## config.mk

```make
export PLATFORM = sky130hd
export DESIGN_NAME = dyn_ind_scan
export DESIGN_NICKNAME = d
export VERILOG_FILES = /design/src/rtl/dyn_ind_pkg.sv /design/src/rtl/dyn_ind_scan_seg_hex_lut.sv /design/src/rtl/dyn_ind_scan.sv
export SDC_FILE = /design/constraint.sdc
export NUM_CORES = 1
export LEC_CHECK = 0
export ABC_AREA = 0
export CELL_PAD_IN_SITES_DETAIL_PLACEMENT = 0
export CELL_PAD_IN_SITES_GLOBAL_PLACEMENT = 1
export CORE_MARGIN = 3
export CORE_UTILIZATION = 40
export CTS_CLUSTER_DIAMETER = 50
export CTS_CLUSTER_SIZE = 40
export DETAILED_ROUTE_END_ITERATION = 10
export GPL_TIMING_DRIVEN = 0
export PLACE_DENSITY_LB_ADDON = 0.1
export SLEW_MARGIN = 20
export SYNTH_ARGS = -nofsm -noshare
export SYNTH_HDL_FRONTEND = slang
export SYNTH_SLANG_ARGS = --single-unit
```

## constraint.sdc

```tcl
create_clock -name clk -period 3.7 [get_ports clk]
set_input_delay 0.555 -clock clk [delete_from_list [all_inputs] [get_ports clk]]
set_output_delay 0.555 -clock clk [all_outputs]
set_load 0.005 [all_outputs]
```

## src/rtl/dyn_ind_pkg.sv

```systemverilog
// Shared constants for the multiplexed 7-segment display driver:
// blank pattern, hex-to-segment table (active-low gfedcba) and anode helper.
package dyn_ind_pkg;

    localparam int MAX_W = 32;

    localparam logic [6:0] SEG_BLANK = 7'h7F;

    localparam logic [6:0] SEG_LUT [16] = '{
        7'h40, 7'h79, 7'h24, 7'h30, 7'h19, 7'h12, 7'h02, 7'h78,
        7'h00, 7'h10, 7'h08, 7'h03, 7'h46, 7'h21, 7'h06, 7'h0E
    };

    // Active-low one-hot anode pattern for a digit index; callers truncate to their width.
    function automatic logic [MAX_W-1:0] anode_pat(input logic [4:0] idx);
        return ~(MAX_W'(1) << idx);
    endfunction

endpackage

```

## src/rtl/dyn_ind_scan_seg_hex_lut.sv

```systemverilog
// Combinational hex nibble to active-low gfedcba segment decoder.
module seg_hex_lut
    import dyn_ind_pkg::*;
(
    input  logic [3:0] nib_i,
    output logic [6:0] seg_o
);

    assign seg_o = SEG_LUT[nib_i];

endmodule

```

## src/rtl/dyn_ind_scan.sv

```systemverilog
// Dynamic-indication driver for a multiplexed common-anode 7-segment display.
// Scans DIGITS digits, DIV clocks per digit; input data is snapshotted once per
// frame so a digit never tears mid-frame. Segments and anodes change on the same edge.
// Optional brightness PWM on the anodes: define DYN_IND_DIM_EN.
module dyn_ind_scan
    import dyn_ind_pkg::*;
#(
    parameter int WIDTH  = 8,
    parameter int DIGITS = 4,
    parameter int DIV    = 1000
) (
    input  logic                  clk,
    input  logic                  rst,
    input  logic                  en,
    input  logic [4*DIGITS-1:0]   digits_i,
    input  logic [DIGITS-1:0]     dp_i,
    input  logic [DIGITS-1:0]     blank_i,
`ifdef DYN_IND_DIM_EN
    input  logic [3:0]            bright_i,
`endif
    output logic [6:0]            to_hex,
    output logic                  to_hex_dp,
    output logic [WIDTH-1:0]      to_hex_ans
);

    localparam int CW = (DIV > 1) ? $clog2(DIV) : 1;
    localparam int IW = (DIGITS > 1) ? $clog2(DIGITS) : 1;
    localparam logic [CW-1:0] CNT_LAST = CW'(DIV - 1);
    localparam logic [IW-1:0] IDX_LAST = IW'(DIGITS - 1);

    if (DIV < 1) begin : g_div_chk
        $error("dyn_ind_scan: DIV must be 1 or more");
    end
    if (DIGITS < 1 || DIGITS > WIDTH || WIDTH > MAX_W) begin : g_dig_chk
        $error("dyn_ind_scan: need 1 <= DIGITS <= WIDTH <= 32");
    end

    logic [CW-1:0]         cnt_q;
    logic [IW-1:0]         idx_q;
    logic [IW-1:0]         idx_d;
    logic [WIDTH-1:0]      slot_ans_q;
    logic [WIDTH-1:0]      ans_d;
    logic [4*DIGITS-1:0]   snap_digits_q;
    logic [DIGITS-1:0]     snap_dp_q;
    logic [DIGITS-1:0]     snap_blank_q;
    logic [4*DIGITS-1:0]   cur_digits;
    logic [DIGITS-1:0]     cur_dp;
    logic [DIGITS-1:0]     cur_blank;
    logic [3:0]            nib_d;
    logic                  dp_sel;
    logic                  blk_sel;
    logic [6:0]            seg_d;
    logic                  tick;
    logic                  frame_start;

    assign tick        = en && (cnt_q == CNT_LAST);
    assign idx_d       = (idx_q == IDX_LAST) ? '0 : idx_q + IW'(1);
    assign frame_start = (idx_d == '0);

    // At a frame start show the live inputs, which are the same values being snapshotted.
    assign cur_digits = frame_start ? digits_i : snap_digits_q;
    assign cur_dp     = frame_start ? dp_i     : snap_dp_q;
    assign cur_blank  = frame_start ? blank_i  : snap_blank_q;

    // Select the nibble, dp and blank bits of the digit about to be shown.
    always_comb begin
        nib_d   = '0;
        dp_sel  = 1'b0;
        blk_sel = 1'b0;
        for (int k = 0; k < DIGITS; k++) begin
            if (idx_d == IW'(k)) begin
                nib_d   = cur_digits[4*k +: 4];
                dp_sel  = cur_dp[k];
                blk_sel = cur_blank[k];
            end
        end
    end

    seg_hex_lut u_lut (
        .nib_i (nib_d),
        .seg_o (seg_d)
    );

    assign ans_d = WIDTH'(anode_pat(5'(idx_d)));

    // Prescaler, slot index, per-frame snapshot and registered segment/anode outputs.
    always_ff @(posedge clk) begin
        if (rst || !en) begin
            cnt_q      <= '0;
            idx_q      <= IDX_LAST;
            to_hex     <= SEG_BLANK;
            to_hex_dp  <= 1'b1;
            slot_ans_q <= '1;
            if (rst) begin
                snap_digits_q <= '0;
                snap_dp_q     <= '0;
                snap_blank_q  <= '0;
            end
        end else begin
            cnt_q <= tick ? '0 : cnt_q + CW'(1);
            if (tick) begin
                idx_q      <= idx_d;
                to_hex     <= blk_sel ? SEG_BLANK : seg_d;
                to_hex_dp  <= ~(dp_sel & ~blk_sel);
                slot_ans_q <= ans_d;
                if (frame_start) begin
                    snap_digits_q <= digits_i;
                    snap_dp_q     <= dp_i;
                    snap_blank_q  <= blank_i;
                end
            end
        end
    end

`ifdef DYN_IND_DIM_EN
    logic [3:0] pwm_q;

    // Free-running PWM phase; the anode is gated in a flop so the pin stays glitch-free.
    always_ff @(posedge clk) begin
        if (rst) begin
            pwm_q      <= '0;
            to_hex_ans <= '1;
        end else if (!en) begin
            to_hex_ans <= '1;
        end else begin
            pwm_q      <= pwm_q + 4'd1;
            to_hex_ans <= (pwm_q <= bright_i) ? (tick ? ans_d : slot_ans_q) : '1;
        end
    end
`else
    assign to_hex_ans = slot_ans_q;
`endif

endmodule

```

Word-level counts from Yosys, hierarchy flattened
Memories as Yosys holds them, arrays and structs flattened. Index checks and enable logic that the tools add are counted. Widths: inputs -> output; s select.

Flip-flop bits (word level): 52. Latch bits: 0. Memory bits (writable): 0. Bits in read-only memories: 112. Input bits: 27. Memories: 1.

Memory list: (no name shown) (depth 16, width 7, rd ports 1, clocked after memory_dff 0, wr ports 0, RTL line dyn_ind_scan_seg_hex_lut.sv:9) `assign seg_o = SEG_LUT[nib_i];`.

Add/sub/neg operators: 2. Multipliers: 0. Divide/modulo/power cells: 0. Magnitude comparators: 1. Equal/unequal tests: 6. Shift operators: 1. Multiplexer cells: 27. Bitwise operators: 5. Reduce and logical (&&, ||, !) cells: 7.

Operators by type and width (count): $mux 16 (4); $mux 4 (11); $mux 7 (3); $add 10x1->10 const B (1); $eq 10x10->1 const B (1); $mux 1 (8); $not 8->8 (1); $shl 1x2->8 const A (1); $eq 2x2->1 const B (3); $ge 5x5->1 const B (1); $not 4->5 (1); $add 2x1->2 const B (1); $eq 2x1->1 const B (1); $logic_not 2->1 (1); $mux 2 (1); $ne 2x2->1 const B (1); $not 1->1 (2); $reduce_and 2->1 (1); $reduce_bool 2->1 (1); $reduce_or 2->1 (1); $and 1x1->1 (1); $logic_and 1x1->1 (1); $logic_not 1->1 (1); $logic_or 1x1->1 (1).

Longest topological paths before layout
Gate-level depths: netlist of the first run.

Depth after elaboration: 13. Gate-level depth with buffers: 14. Gate-level depth less buffers: 12.

By module
Synthesis of the first run repeated with hierarchy kept, for this count alone.

Cells, all modules: 244. Area total of the unflattened synthesis: 2436.1 um^2.

Modules (own cells, without submodules): dyn_ind_scan (times used 1, cells each 209, area an instance 2188.3 um^2, seq. area each 1051.0 um^2); seg_hex_lut (times used 1, cells each 35, area an instance 247.7 um^2, seq. area each 0.0 um^2).

Least setup slack after synthesis of the first run
No wires, ideal clock.

Kind: reg-to-reg. Start: reg idx_q[0]. End: reg to_hex[0]. Library setup time: 0.130 ns. Arrival: 2.516 ns. Setup slack: 1.054 ns. Cell stages (with the launch flop): 12. Buffers on the path: 1. Period minus slack after synthesis: 2.646 ns. Cells stage by stage: dfxtp_1 -> inv_1 -> ha_1 -> buf_2 -> mux2_2 -> a221o_1 -> a21oi_1 -> a21oi_1 -> ha_1 -> or3b_1 -> o221ai_1 -> a21oi_1.

Longest elaborated chain between the ends: 13. Elaborated cells on any way between the ends: 22.

Ends and longest elaborated chain: start: declaration (RTL line dyn_ind_scan.sv:39) `logic [IW-1:0] idx_q;`; start signal: assignment (RTL line dyn_ind_scan.sv:102) `idx_q <= idx_d;`; $add 2x1->2 or $eq 2x2->1 (tied branches) (RTL line dyn_ind_scan.sv:57) `assign idx_d = (idx_q == IDX_LAST) ? '0 : idx_q + IW'(1);`; $mux 2 * (RTL line dyn_ind_scan.sv:57); $logic_not 2->1 (RTL line dyn_ind_scan.sv:58, dyn_ind_scan.sv:71); $mux 16; $mux 4 (4 in series) (RTL line dyn_ind_scan.sv:71) `if (idx_d == IW'(k)) begin`; $not 4->5 (not written as such) (RTL line dyn_ind_scan_seg_hex_lut.sv:9); $mem_v2 16x7; $mux 7 (not written as such) (2 in series) (RTL line dyn_ind_scan_seg_hex_lut.sv:9); $mux 7 * (RTL line dyn_ind_scan.sv:103) `to_hex <= blk_sel ? SEG_BLANK : seg_d;`; end signal: assignment (RTL line dyn_ind_scan.sv:103); end: declaration (RTL line dyn_ind_scan.sv:21) `output logic [6:0] to_hex,`.

Mark *: on every way between the ends. The rest lies on a longest branch, timed or not. The select of a mux whose other input is x is not followed. A chain may end at the register's enable or synchronous reset.

Final worst setup path of the first run
Start: reg idx_q[0]. End: reg to_hex[2].

The elaborated chain is that of the path after synthesis.

==> results of run 1 <==
path summary, 6_finish.rpt:
check / from / end / slack (ps) / cells past startpoint
worst max-delay path: idx_q[0] / to_hex[2] / 600 / 12
worst min-delay path: to_hex_ans[0] / to_hex_ans[0] / 470 / 2
worst max register to register: idx_q[0] / to_hex[2] / 600 / 12
worst min register to register: to_hex_ans[0] / to_hex_ans[0] / 470 / 2
metrics by stage:
stage | power [mW] | hold WS [ps] | utilization, %
final | 0.9066 | 470.4 | 52.14
after global routing | 0.9407 | 507.6 | 52.14
after CTS | 0.9163 | 478.2 | 52.14
after detailed placement | 0.6088 | 458.6 | 50.53
after global placement | 0.6083 | 447.8 | 50.53
after floorplan | 0.5642 | 430.2 | -
registers in the layout, summed over array words and instances, names as in the netlist:
name	count
to_hex	7
cnt_q	10
to_hex_ans	4
to_hex_dp	1
idx_q	2
snap_digits_q	12
snap_dp_q	3
snap_blank_q	3
kinds of logic after synthesis:
logic type | synth area share (%)
xor+xnor | 2.626
compound gates | 14.31
simple gates | 16.13
flops | 43.73
fa+ha+maj | 6.431
mux | 10.88
buf+inv | 5.734
other cells | 0.1606
cell type report:
type                            count  area, µm²  area share (%)
Multi-Input combinational cell    174       1191           40.98
Sequential cell                    42       1021           35.13
Tap cell                           72      90.09           3.099
Clock buffer                        8      90.09           3.099
Timing Repair Buffer               38      380.4           13.09
Buffer                             20      111.4           3.831
Inverter                            6      22.52          0.7749
power groups by stage:
stage / logic, mW / registers [mW] / clock network [mW]
after floorplan: 0.0557 / 0.508 / 0
after global placement: 0.0992 / 0.509 / 0
after detailed placement: 0.0993 / 0.510 / 0
after CTS: 0.0998 / 0.499 / 0.318
after global routing: 0.109 / 0.500 / 0.332
final: 0.0992 / 0.499 / 0.309
synth_stat cells, types with 2 or more instances:
master | instances | share of area [%]
nor2_1 | 32 | 5.1
dfxtp_1 | 24 | 21
a21oi_1 | 20 | 4.3
edfxtp_1 | 18 | 23
mux2i_1 | 16 | 6.9
ha_1 | 12 | 6.4
nand2_1 | 11 | 1.8
nand3_1 | 9 | 1.9
clkbuf_1 | 8 | 1.3
nor2b_1 | 8 | 2.1
buf_4 | 7 | 2.3
mux2_2 | 7 | 3.4
inv_1 | 6 | 0.96
xor2_1 | 6 | 2.3
a221o_1 | 4 | 1.7
o211ai_1 | 4 | 1.3
and2_1 | 3 | 0.80
and3_1 | 3 | 0.80
nand2b_1 | 3 | 0.80
o21a_1 | 3 | 0.96
o21ai_0 | 3 | 0.64
o221ai_1 | 3 | 1.1
or3_1 | 3 | 0.80
a21oi_2 | 2 | 0.75
buf_1 | 2 | 0.32
buf_2 | 2 | 0.43
tightest hold or removal path, delay by kind of cell (launching register included):
family / cells / cell delay [ps]
DFF: 1 / 330
AOI/OAI and AO/OA: 1 / 60
and+or+nand+nor: 1 / 50
layer usage:
layer | part of all wire [%] | wire length (µm) | track usage [%] | up-vias
met4 | 2.1 | 109 | 6.478 | 0
met2 | 46 | 2330 | 25.64 | 38
met1 | 48 | 2452 | 20.82 | 851
met3 | 4.1 | 207 | 2.820 | 9
met5 | 0 | 0 | 0 | -
li1 | - | - | - | 935
==> flow_summary.toml, run 1 <==
[status]
status = "finished, final reports clean"

[setup_path]
max_stage_delay_ps = 490
crit_chain = "ha_1 > buf_4 > buf_4 > buf_2 > mux2i_1 > nand2_1 > a21oi_1 > a21oi_1 > inv_1 > ha_1 > or3_1 > a31oi_1"
cp.buffers_inverters = 4
cp_top_family = "buffers and inverters"
worstPathRequired_ps = 3920
crit_path_start_kind = "flip-flop"
arrival_ps = 3320
path_max_fanout = 10
crit_slowest_cell = "a21oi_1"
cp-end-kind = "flip-flop"
critical_path_class = "reg -> reg"

[clocking]
cts_tree = "done"
holdBufCountCts = 0
insertion_delay_ps = 290
clockBufferDepth = 2
cts.sink_count = 42
path_clk_slew_ps = 80
post_cts_buffers = 0
cts-resized-gates = 0
cts_buffers = 5
cts-htree-levels = 2
cts_root_buf = "clkbuf_8"

[synth]
synth_ff_type = "dfxtp_1"
synthArstFlopShare_pct = 0
synth_cell_type_count = 46
avgSynthCellArea_um2 = 9.769
netlist_area_um2 = 2335
synth_warnings = 0
synth_edf_count = 18
ys_ff_latch = 42
netlist_instances = 239
seq_area_frac_synth_pct = 43.73

[global_route]
grt.total_usage_pct = 15.86
grt_pass1_wl_um = 8211
grt_overflow = 0
grt_pass1_vias = 1733
grt_max_degree = 19
antenna_found_initial = 0

[place]
gp_congestion = 0.8044
dp_hpwl_um = 3704
dpl_worst_slack_ps = 602.2
dpl-instance-area_um2 = 2816
dp_cells = 352
numPortBuffers = 38

[cells_and_area]
area_growth_pct = 24.49
drive_above_1_share_pct = 9.375
final_common_cell = "clkdlybuf4s50_1"
fillCellCount = 567
most-common-layout-cells = "38 x clkdlybuf4s50_1, 32 x nor2_1, 24 x dfxtp_1"
final_nets = 326
antennaDiodeCount = 0
final_area_um2 = 2907
instances_no_fill = 360

[drt]
vias = 1833
drtPass1Iterations = 4
drt_iter0_markers = 72
drc = 0
ant_nets = 0
drt-vias-per-instance = 5.092
wirelength_um = 5100
wl_per_cell_um = 14.17

[sta]
final_max_slew_viol_count = 0
hold_violations = 0
tns_ps = 0
finClkSkew_ps = 6.803
finalCriticalPeriod_ps = 3098
slew_headroom_pct = 40.73
worst_slew_pin_slew_ps = 889.1
fin_ws_ps = 602.2
fin_crit_sh_pct = 83.72
finalSetupViolations = 0
clock.fmax_ghz = 0.3228
grt_setup_unrepaired = "false"

[pwr]
combPwrFrac_pct = 10.9
power_switching_uw = 205.4
peakVddDrop_v = 0.0001593
p_int_uw = 701.2
seq_power_share_pct = 55.0
power_density_nw_per_um2 = 311.9
swShare_pct = 22.66
p_leak_nw = 1.190
clkPwrFrac_pct = 34.1

[floorplan]
die_h_um = 82.40
io-pin-count = 43
start_util_pct = 41.89
die_w_um = 82.40
core_um2 = 5574
rows = 27
fp.dieArea_um2 = 6790

[run]
cap_violations = 0

[min_path]
hold_path.class = "reg -> reg"
Power figures use the tool's default switching activity.
==> run 2, diff against run 1 <==
==> constraint.sdc (replaced) <==
create_clock -name clk -period 3.2 [get_ports clk]
set_input_delay 0.48 -clock clk [delete_from_list [all_inputs] [get_ports clk]]
set_output_delay 0.48 -clock clk [all_outputs]
set_load 0.005 [all_outputs]
==> flow_summary.toml, run 2 (synthesis gave the netlist of run 1 again) <==
[setup_path]
max_stage_delay_ps = 380
critical_path_class = "reg -> reg"
r2r_start = "idx_q[0]"
crit_path_start_kind = "flip-flop"
cp-end-kind = "flip-flop"
worst-r2r-setup-slack_ps = 210
r2r_cells = 11
worstPathRequired_ps = 3370
arrival_ps = 3160
crit_slowest_cell = "or3b_1"
crit_chain = "inv_1 > ha_1 > buf_2 > mux2_2 > a221o_1 > a21oi_1 > a21oi_2 > ha_1 > or3b_1 > o221ai_1 > a21oi_1"
rr_endpoint = "to_hex[0]"
path_max_fanout = 10

[min_path]
hold_path_end = "to_hex_ans[0]"
hold_depth = 2
hp-start = "to_hex_ans[0]"
hold_path.class = "reg -> reg"

[sta]
finClkSkew_ps = 4.885
tns_ps = 0
grt_setup_unrepaired = "false"
clock.fmax_ghz = 0.3340
worst_slew_pin_slew_ps = 894.7
hold_ws_ps = 470.4
fin_ws_ps = 205.7
slew_headroom_pct = 40.36
hold_violations = 0
final_max_slew_viol_count = 0
finalSetupViolations = 0
finalCriticalPeriod_ps = 2994
fin_crit_sh_pct = 93.57

[clocking]
cts_buffers = 5
cts_root_buf = "clkbuf_8"
cts_tree = "done"
insertion_delay_ps = 290
path_clk_slew_ps = 80
cts.sink_count = 42
cts-htree-levels = 2
clockBufferDepth = 2
post_cts_buffers = 0

[drt]
wirelength_um = 5101
wl_per_cell_um = 14.17
drt_iter0_markers = 70
drt-vias-per-instance = 5.075
vias = 1827
drtPass1Iterations = 5
drc = 0
ant_nets = 0

[floorplan]
io-pin-count = 43
die_w_um = 82.40
start_util_pct = 41.89
core_um2 = 5574
fp.dieArea_um2 = 6790
die_h_um = 82.40
rows = 27

[cells_and_area]
antennaDiodeCount = 0
area_growth_pct = 24.65
final_nets = 326
final_util_pct = 52.21
largest_reg_flops = 12
drive_above_1_share_pct = 9.722
most-common-layout-cells = "38 x clkdlybuf4s50_1, 32 x nor2_1, 24 x dfxtp_1"
final_common_cell = "clkdlybuf4s50_1"
final_area_um2 = 2910
top_regs = "snap_digits_q (12), cnt_q (10), to_hex (7)"
fillCellCount = 567
top_register = "snap_digits_q"

[global_route]
grt.total_usage_pct = 15.86
antenna_found_initial = 0
grt_max_degree = 19
grt_pass1_wl_um = 8211
grt_pass1_vias = 1733
grt_overflow = 0

[pwr]
peakVddDrop_v = 0.0001842
p_leak_nw = 1.190
power_density_nw_per_um2 = 360.8

[place]
dpl-instance-area_um2 = 2816
numPortBuffers = 38
gp_congestion = 0.8044
dpl_worst_slack_ps = 102.2
dp_hpwl_um = 3704

[status]
status = "finished, final reports clean"

[run]
cap_violations = 0
[run 2: cell counts in the layout (fill, tap and decap cells not counted)]
No cell type changed its count.
[run 2: power breakdown]
| group | internal [mW] | leakage, nW | switching [mW] |
|---|---|---|---|
| clock | 0.176 | 0.0455 | 0.182 |
| sequential | 0.573 | 0.379 | 0.00384 |
| combinational | 0.0620 | 0.766 | 0.0529 |
| total | 0.811 | 1.19 | 0.239 |
[run 2: per-stage QoR]
stage                     total power, mW  instances
after floorplan                    0.6523        242
after global placement             0.7034        352
after detailed placement           0.7039        352
after CTS                           1.059        360
after global routing                1.088        360
final                               1.050        360
[run 2: metal layers]
| metal | global-route usage [%] | vias to the layer above | routed length (µm) |
|---|---|---|---|
| li1 | - | 933 | - |
| met5 | 0 | - | 0 |
| met1 | 20.82 | 847 | 2451 |
| met2 | 25.64 | 40 | 2363 |
| met3 | 2.820 | 7 | 200 |
| met4 | 6.478 | 0 | 85 |
[run 2: critical path: cells and delay by family, from the launching register on]
family / cells / cell delay [ps]
AOI/OAI and AO/OA: 5 / 810
adders and majority gates: 2 / 570
buffers and inverters: 2 / 380
DFF: 1 / 370
muxes: 1 / 360
and+or+nand+nor: 1 / 380
[run 2: final cells by class]
type / count / area (µm²) / area share, %
buffer: 20 / 111.4 / 3.826
clock buffer: 8 / 90.09 / 3.095
inverter: 6 / 22.52 / 0.7739
multi-input combinational: 174 / 1195 / 41.06
sequential: 42 / 1021 / 35.08
tap: 72 / 90.09 / 3.095
timing repair buffer: 38 / 380.4 / 13.07
[run 2: how the worst max path moves through the flow]
stage	startpoint	end	slack (ps)	cells past startpoint
final	idx_q[0]	to_hex[0]	210	11
after global routing	idx_q[0]	to_hex[0]	60	11
after CTS	idx_q[0]	to_hex[2]	100	12
after detailed placement	idx_q[0]	to_hex[2]	100	12
after global placement	idx_q[0]	to_hex[2]	140	12
after floorplan	idx_q[0]	to_hex[0]	550	11
[run 2: timing repair]
item | 4_1_cts | 5_1_grt
setup endpoints to repair | 0 | 3
hold buffers | 0 | 0
gates resized for setup | 0 | 1
==> run 3, diff against run 2 <==
--- a/config.mk
+++ b/config.mk
@@ -15,6 +15,7 @@
 export DETAILED_ROUTE_END_ITERATION = 10
 export GPL_TIMING_DRIVEN = 0
 export PLACE_DENSITY_LB_ADDON = 0.1
+export SETUP_SLACK_MARGIN = 0.05
 export SLEW_MARGIN = 20
 export SYNTH_ARGS = -nofsm -noshare
 export SYNTH_HDL_FRONTEND = slang
==> results of run 3 <==
Final layout, timing and power as in run 2 (identical DEF).
